==> src/rtl/data_mem_arbiter.sv <==
// Shares the single-port data block memory between the core load/store path (fixed priority)
// and a host port, with a saturating wait counter that forces a host grant after HOST_MAX_WAIT losses.
module data_mem_arbiter #(
    parameter int ADDR_W        = 12,
    parameter int DATA_W        = 16,
    parameter int HOST_MAX_WAIT = 4
) (
    input  logic              CLK,
    input  logic              reset,
    input  logic              core_req,
    input  logic              core_we,
    input  logic [ADDR_W-1:0] core_addr,
    input  logic [DATA_W-1:0] core_wdata,
    output logic [DATA_W-1:0] core_rdata,
    output logic              core_stall,
    input  logic              host_req,
    input  logic              host_we,
    input  logic [ADDR_W-1:0] host_addr,
    input  logic [DATA_W-1:0] host_wdata,
    output logic              host_ack,
    output logic [DATA_W-1:0] host_rdata,
    output logic [ADDR_W-1:0] mem_addr,
    output logic              mem_we,
    output logic [DATA_W-1:0] mem_din,
    input  logic [DATA_W-1:0] mem_dout
);

    localparam logic [3:0] MAX_WAIT = 4'(HOST_MAX_WAIT);

    typedef enum logic [1:0] {
        IDLE   = 2'd0,
        H_DATA = 2'd1,
        H_ACK  = 2'd2
    } state_t;

    state_t            state_r;
    state_t            state_s;
    logic [3:0]        wait_cnt_r;
    logic              host_rd_r;
    logic              host_ack_r;
    logic [DATA_W-1:0] host_rdata_r;
    logic              host_grant_s;
    logic              core_grant_s;
    logic              mem_we_s;

    // Grant decision; nothing is granted while reset is held so every output sits at its reset value.
    always_comb begin
        host_grant_s = 1'b0;
        core_grant_s = 1'b0;
        if (reset) begin
            host_grant_s = 1'b0;
            core_grant_s = 1'b0;
        end else begin
            host_grant_s = (state_r == IDLE) && host_req && (!core_req || (wait_cnt_r == MAX_WAIT));
            core_grant_s = core_req && !host_grant_s;
        end
    end

    // Memory port mux: the granted side drives the port, otherwise it is parked at zero.
    always_comb begin
        mem_addr = '0;
        mem_din  = '0;
        mem_we_s = 1'b0;
        if (host_grant_s) begin
            mem_addr = host_addr;
            mem_din  = host_wdata;
            mem_we_s = host_we;
        end else if (core_grant_s) begin
            mem_addr = core_addr;
            mem_din  = core_wdata;
            mem_we_s = core_we;
        end else begin
            mem_addr = '0;
            mem_din  = '0;
            mem_we_s = 1'b0;
        end
    end

    assign mem_we     = mem_we_s & ~reset;
    assign core_stall = core_req & host_grant_s;
    assign core_rdata = mem_dout;
    assign host_ack   = host_ack_r;
    assign host_rdata = host_rdata_r;

    // Host transaction sequencing: grant, data return, acknowledge.
    always_comb begin
        state_s = state_r;
        case (state_r)
            IDLE: begin
                if (host_grant_s) begin
                    state_s = H_DATA;
                end else begin
                    state_s = IDLE;
                end
            end
            H_DATA:  state_s = H_ACK;
            H_ACK:   state_s = IDLE;
            default: state_s = IDLE;
        endcase
    end

    // State register; reset drops any in-flight host transaction.
    always_ff @(posedge CLK or posedge reset) begin
        if (reset) begin
            state_r <= IDLE;
        end else begin
            state_r <= state_s;
        end
    end

    // Counts contended cycles the host has lost, saturating at the forced-grant threshold.
    always_ff @(posedge CLK or posedge reset) begin
        if (reset) begin
            wait_cnt_r <= 4'd0;
        end else if (host_grant_s) begin
            wait_cnt_r <= 4'd0;
        end else if ((state_r == IDLE) && host_req && (wait_cnt_r != MAX_WAIT)) begin
            wait_cnt_r <= wait_cnt_r + 4'd1;
        end else begin
            wait_cnt_r <= wait_cnt_r;
        end
    end

    // Host response path: remember read/write at grant, capture read data, pulse ack.
    always_ff @(posedge CLK or posedge reset) begin
        if (reset) begin
            host_rd_r    <= 1'b0;
            host_ack_r   <= 1'b0;
            host_rdata_r <= '0;
        end else begin
            host_ack_r <= (state_r == H_DATA);
            if (host_grant_s) begin
                host_rd_r <= !host_we;
            end
            if ((state_r == H_DATA) && host_rd_r) begin
                host_rdata_r <= mem_dout;
            end
        end
    end

endmodule
==> config.mk <==
export PLATFORM = sky130hd
export DESIGN_NAME = data_mem_arbiter
export DESIGN_NICKNAME = d
export VERILOG_FILES = /design/src/rtl/data_mem_arbiter.sv
export SDC_FILE = /design/constraint.sdc
export NUM_CORES = 1
export LEC_CHECK = 0
export BUFFER_PORTS_ARGS = -buffer_cell sky130_fd_sc_hd__buf_2
export CAP_MARGIN = 20
export CORE_MARGIN = 1.5
export CORE_UTILIZATION = 41
export CTS_BUF_LIST = sky130_fd_sc_hd__clkbuf_4
export DETAILED_ROUTE_END_ITERATION = 10
export PLACE_DENSITY = 0.83
export SLEW_MARGIN = 20
export SYNTH_ARGS = -nofsm -noshare
export SYNTH_HDL_FRONTEND = slang
export SYNTH_SLANG_ARGS = --single-unit
export TNS_END_PERCENT = 20
==> constraint.sdc <==
create_clock -name CLK -period 2 [get_ports CLK]
set_input_delay 0.2 -clock CLK [delete_from_list [all_inputs] [get_ports CLK]]
set_output_delay 0.2 -clock CLK [all_outputs]
set_load 0.01 [all_outputs]
======== Yosys cells after proc, flatten, opt, wreduce, memory -nomap -nowiden ========
Index checks and enable logic that the tools add are counted.
cells by class
  add/sub/neg operators ................... 1
  equality and inequality tests ........... 3
  mux-type cells .......................... 12
  bitwise gates (word level) .............. 3
  reductions and logical operators ........ 11
operators by type and width
  operator                                                          number
  16-bit 2-to-1 mux                                                 2
  12-bit 2-to-1 mux                                                 2
  4-bit 2-to-1 mux                                                  2
  1-bit logical AND                                                 5
  1-bit 2-to-1 mux                                                  5
  4-bit by 1-bit adder with 4-bit output (second input constant)    1
  4-bit by 3-bit == test with 1-bit output (second input constant)  1
  4-bit by 3-bit != test with 1-bit output (second input constant)  1
  2-bit case mux with 2 select lines                                1
  1-bit logical NOT                                                 3
  1-bit bitwise AND                                                 2
  2-bit by 1-bit == test with 1-bit output (second input constant)  1
  2-bit logical NOT                                                 1
  2-bit nonzero test                                                1
  1-bit logical OR                                                  1
  1-bit NOT                                                         1
storage, ports and cells
  flip-flop bits (word level) ............. 24
  input bits .............................. 78
  word-level logic and storage cells ...... 35

======== Depth between registers and ports, before layout ========
  word-level depth ........................ 9
  mapped depth ............................ 7

======== Worst setup path before layout ========
No wires, ideal clock.
  path kind ............................... flip-flop to output port
  start ................................... reg wait_cnt_r[0]
  end ..................................... out mem_addr[10]
  arrival ................................. 1.511 ns
  slack ................................... 0.289 ns
  cell stages (with the launch flop) ...... 8
  path through ............................ dfrtp_1 inv_1 ha_1 and3b_1 clkbuf_1 buf_1 o211ai_1 a21oi_1
on the way
  word-level cells in the longest chain between the ends .. 8
  elaborated cells on any way between the ends .. 9
  classes of those cells .................. eq/ne (1); mux (4); reduce/logical (4)
ends and longest elaborated chain
  item                                        line  text
  start: declaration                          38    logic [3:0] wait_cnt_r;
  start signal: assignment                    118   wait_cnt_r <= wait_cnt_r + 4'd1;
  start signal: assignment                    120   wait_cnt_r <= wait_cnt_r;
  4-bit by 3-bit == test with 1-bit output *  54    host_grant_s = (state_r == IDLE) && host_req && (!core_req || (wait_cnt_r == MAX_WAIT));
  1-bit logical OR *                          54
  1-bit logical AND *                         54
  1-bit logical NOT                           55    core_grant_s = core_req && !host_grant_s;
  1-bit logical AND                           55
  1-bit 2-to-1 mux                            50    if (reset) begin
  12-bit 2-to-1 mux                           68    end else if (core_grant_s) begin
  12-bit 2-to-1 mux *                         64    if (host_grant_s) begin
  end: declaration                            22    output logic [ADDR_W-1:0] mem_addr,
Every way passes the cells marked *; elsewhere a longest branch is shown, timed or not.

======== Worst setup path after layout ========
  start ................................... reg state_r[0]
  end ..................................... out mem_addr[3]
on the way
  word-level cells in the longest chain between the ends .. 8
  elaborated cells on any way between the ends .. 9
  classes of those cells .................. mux (4); reduce/logical (5)
ends and longest elaborated chain
  item                              line  text
  start: declaration                36    state_t state_r;
  start signal: assignment          107   state_r <= state_s;
  2-bit logical NOT *               54
  1-bit logical AND * (2 in a row)  54
  1-bit logical NOT                 55
  1-bit logical AND                 55
  1-bit 2-to-1 mux                  50
  12-bit 2-to-1 mux                 68
  12-bit 2-to-1 mux *               64
Marks and branches as above.

==> results.toml <==
[timing]
drv_slew = 0
slew_headroom_pct = 56.9
rsz0062_at_grt = "yes"
finalCritPeriodShare_pct = 99.8
fin_skew_ns = 0.000667
max_freq_mhz = 501
tightest_slew_ns = 0.646
fin_hold_ws_ns = 0.0609
hold_violations = 0
finalCriticalPeriod_ns = 2.00
final-setup-viol-count = 0

[placement]
placed_cells = 357
port_buffers = 140
dp_hpwl_mm = 3.90
gp_congestion = 0.783

[critical_path]
critPathSlowestCell = "or3b_4"
startpoint = "state_r[0]"
timing.rr.end = "host_rdata[6]"
critPathMaxStageDelay_ns = 0.46
startpoint_type = "flip-flop"
cp_max_fo = 19
arrival_ns = 1.80
critical_path_class = "flip-flop to output port"
crit_required_ns = 1.80
path_cells = "or3b_4 > buf_12 > o211ai_1 > a21oi_1 > buf_2"
rr_worst_depth = 4
r2r_start = "state_r[0]"
r2r_slack_ns = 0.32
end_kind = "output port"

[clock_network]
worst_skew_pair.late_latency_ns = 0.31
numCtsBuffers = 3
cts_hold_buf = 0
clock_path_buffers = 2
cts_root_buffer = "clkbuf_4"
cts_tree = "yes"
clk_pin_slew_ns = 0.12
htreeDepth = 1
clock-sinks = 23

[grt]
grt_antenna_before_repair = 0
grt_pass1_wl_mm = 7.56
grt_usage_pct = 20.6
grt_max_degree = 34
grt_overflow = 0
grt_pass1_vias = 1727

[floorplan]
core_area_sq_um = 4090
die_y_um = 68.7
die-area_sq_um = 4720
initial_utilization_pct = 43.3
row_count = 23
dieWidth_um = 68.7
io_pins = 141

[power]
swShare_pct = 39.3
p_leak_nw = 1.24
p_switching_w = 0.000899
peakVddDrop_mv = 0.704
p_clk_share_pct = 9.5
power_frac_seq_pct = 34.6
powerDensity_nw_per_um2 = 893
power_frac_comb_pct = 55.9
p_int_w = 0.00139

[synthesis]
syn-cell-area_sq_um = 1770
synthCells = 196
synth_area_per_cell_sq_um = 9.03
synth_top_area_share_pct = 32.5
ys.flop_type = "dfrtp_1"
synth_edf_count = 0
synthTopCellsByCount = "o211ai_1 (58), a21oi_1 (30), dfrtp_1 (23), mux2_2 (17), buf_4 (16)"
synthTopCellsByArea = "dfrtp_1 (33%), o211ai_1 (25%), mux2_2 (11%)"
synth_cell_types = 25
yosys.area.top_type = "dfrtp_1"
ys_seq_area_share_pct = 32.5
ys_warn_count = 0
ys_ff_latch = 23
synth.most_common_cell = "o211ai_1"
syn_nets = 276
async_flop_share_pct = 100

[final_layout]
syn2layout_area_growth_pct = 44.6
layout-drive-gt1-share_pct = 59.2
nets = 400
final_cells = 369
fillCellCount = 358
antenna-diode-count = 0

[routing]
drtPass1Iterations = 4
drc = 0
drtIter0Drc = 84
wire_per_inst_um = 14.6
finalWirelength_mm = 5.38
viasPerCell = 5.46
vias = 2016
ant_nets = 0

[hold_path]
min_to = "host_rd_r"
holdPathStages = 2
min_from = "host_we"
hold_path_class = "input pin to flip-flop"

[status]
outcome = "completed"

[run]
max_cap_violations = 0
[metrics by stage]
step | worst slack (ns) | TNS [ns] | total power (W) | area, sq um | utilization (%)
2_1_floorplan | 0.289 | 0 | 0.00147 | 1770 | -
3_3_place_gp | 0.248 | 0 | 0.00187 | 2400 | 58.8
3_5_place_dp | 0.210 | 0 | 0.00191 | 2400 | 58.8
4_1_cts | -0.00362 | -0.00716 | 0.00220 | 2480 | 60.8
5_1_grt | -0.103 | -1.83 | 0.00246 | 2560 | 62.6
6_report | 0.00360 | 0 | 0.00229 | 2560 | 62.6
[power groups by stage]
stage | Sequential, W | Clock (W) | Combinational [W]
after floorplan | 0.000867 | 0 | 0.000602
after global placement | 0.000787 | 0 | 0.00108
after detailed placement | 0.000799 | 0 | 0.00111
after CTS | 0.000784 | 0.000225 | 0.00119
after global routing | 0.000812 | 0.000239 | 0.00141
final | 0.000790 | 0.000218 | 0.00128
[critical path: cells and delay by family, from the launching register on]
family,cells,cell delay (ns)
and+or+nand+nor,1,0.46
DFF,1,0.40
buffers and inverters,2,0.35
AOI/OAI and AO/OA,2,0.27
[worst max-delay path by stage]
stage | cells past startpoint | slack [ns] | end
final | 5 | 0.004 | mem_addr[3]
after global routing | 7 | -0.10 | mem_addr[1]
after CTS | 5 | -0.004 | mem_din[4]
after detailed placement | 5 | 0.21 | mem_din[3]
after global placement | 5 | 0.25 | mem_addr[0]
after floorplan | 7 | 0.29 | mem_addr[10]
[kinds of logic (layout without fill, tap and decap cells)]
logic type                 Yosys count  after routing  synth area share (%)
buffers and inverters               46            169                  13.9
AOI/OAI and AO/OA                   93             93                  35.8
DFF                                 23             23                  32.5
adders and majority gates            2              2                  1.41
and+or+nand+nor                     14             14                  5.02
muxes                               18             18                  11.4
[cell usage in the layout (no fill, tap or decap), drive strengths merged, types with 2 or more instances in the layout]
cell type	netlist	layout
a21oi	30	30
buf	28	159
dfrtp	23	23
nor2b	2	2
clkbuf	13	4
o21ai	2	2
inv	5	5
mux2	17	17
nand2	2	2
o211ai	58	58
a22o	2	2
nor3	3	3
ha	2	2
[state kept, by name, summed over array words and instances (netlist names)]
signal and flops:
wait_cnt_r 4, host_ack 1, host_rd_r 1, state_r 1, host_rdata 16
[area by class of cell]
type / instances / area [sq um] / share of cell area (%)
clock buffers: 3 / 22.5 / 0.880
clock inverters: 1 / 5.00 / 0.196
inverters: 5 / 18.8 / 0.733
multi-input cells: 127 / 976 / 38.1
flip-flops and latches: 23 / 576 / 22.5
well taps: 50 / 62.6 / 2.44
repair buffers: 160 / 900 / 35.1
[what timing repair did]
| item | in CTS | in global routing |
|---|---|---|
| pin swaps | 0 | 24 |
| resized for setup | 7 | 9 |
| gates cloned | 1 | 1 |
| setup endpoints to repair | 30 | 30 |
| setup buffers | 4 | 2 |
[per-layer routing]
metal / vias to the layer above / share of wire [%] / global-route usage [%]
met5: - / 0 / 0
met3: 5 / 8.3 / 1.79
met4: 0 / 0.82 / 5.64
met2: 93 / 54 / 40.9
met1: 940 / 37 / 23.2
li1: 978 / - / -
(Power assumes the default switching activity.)
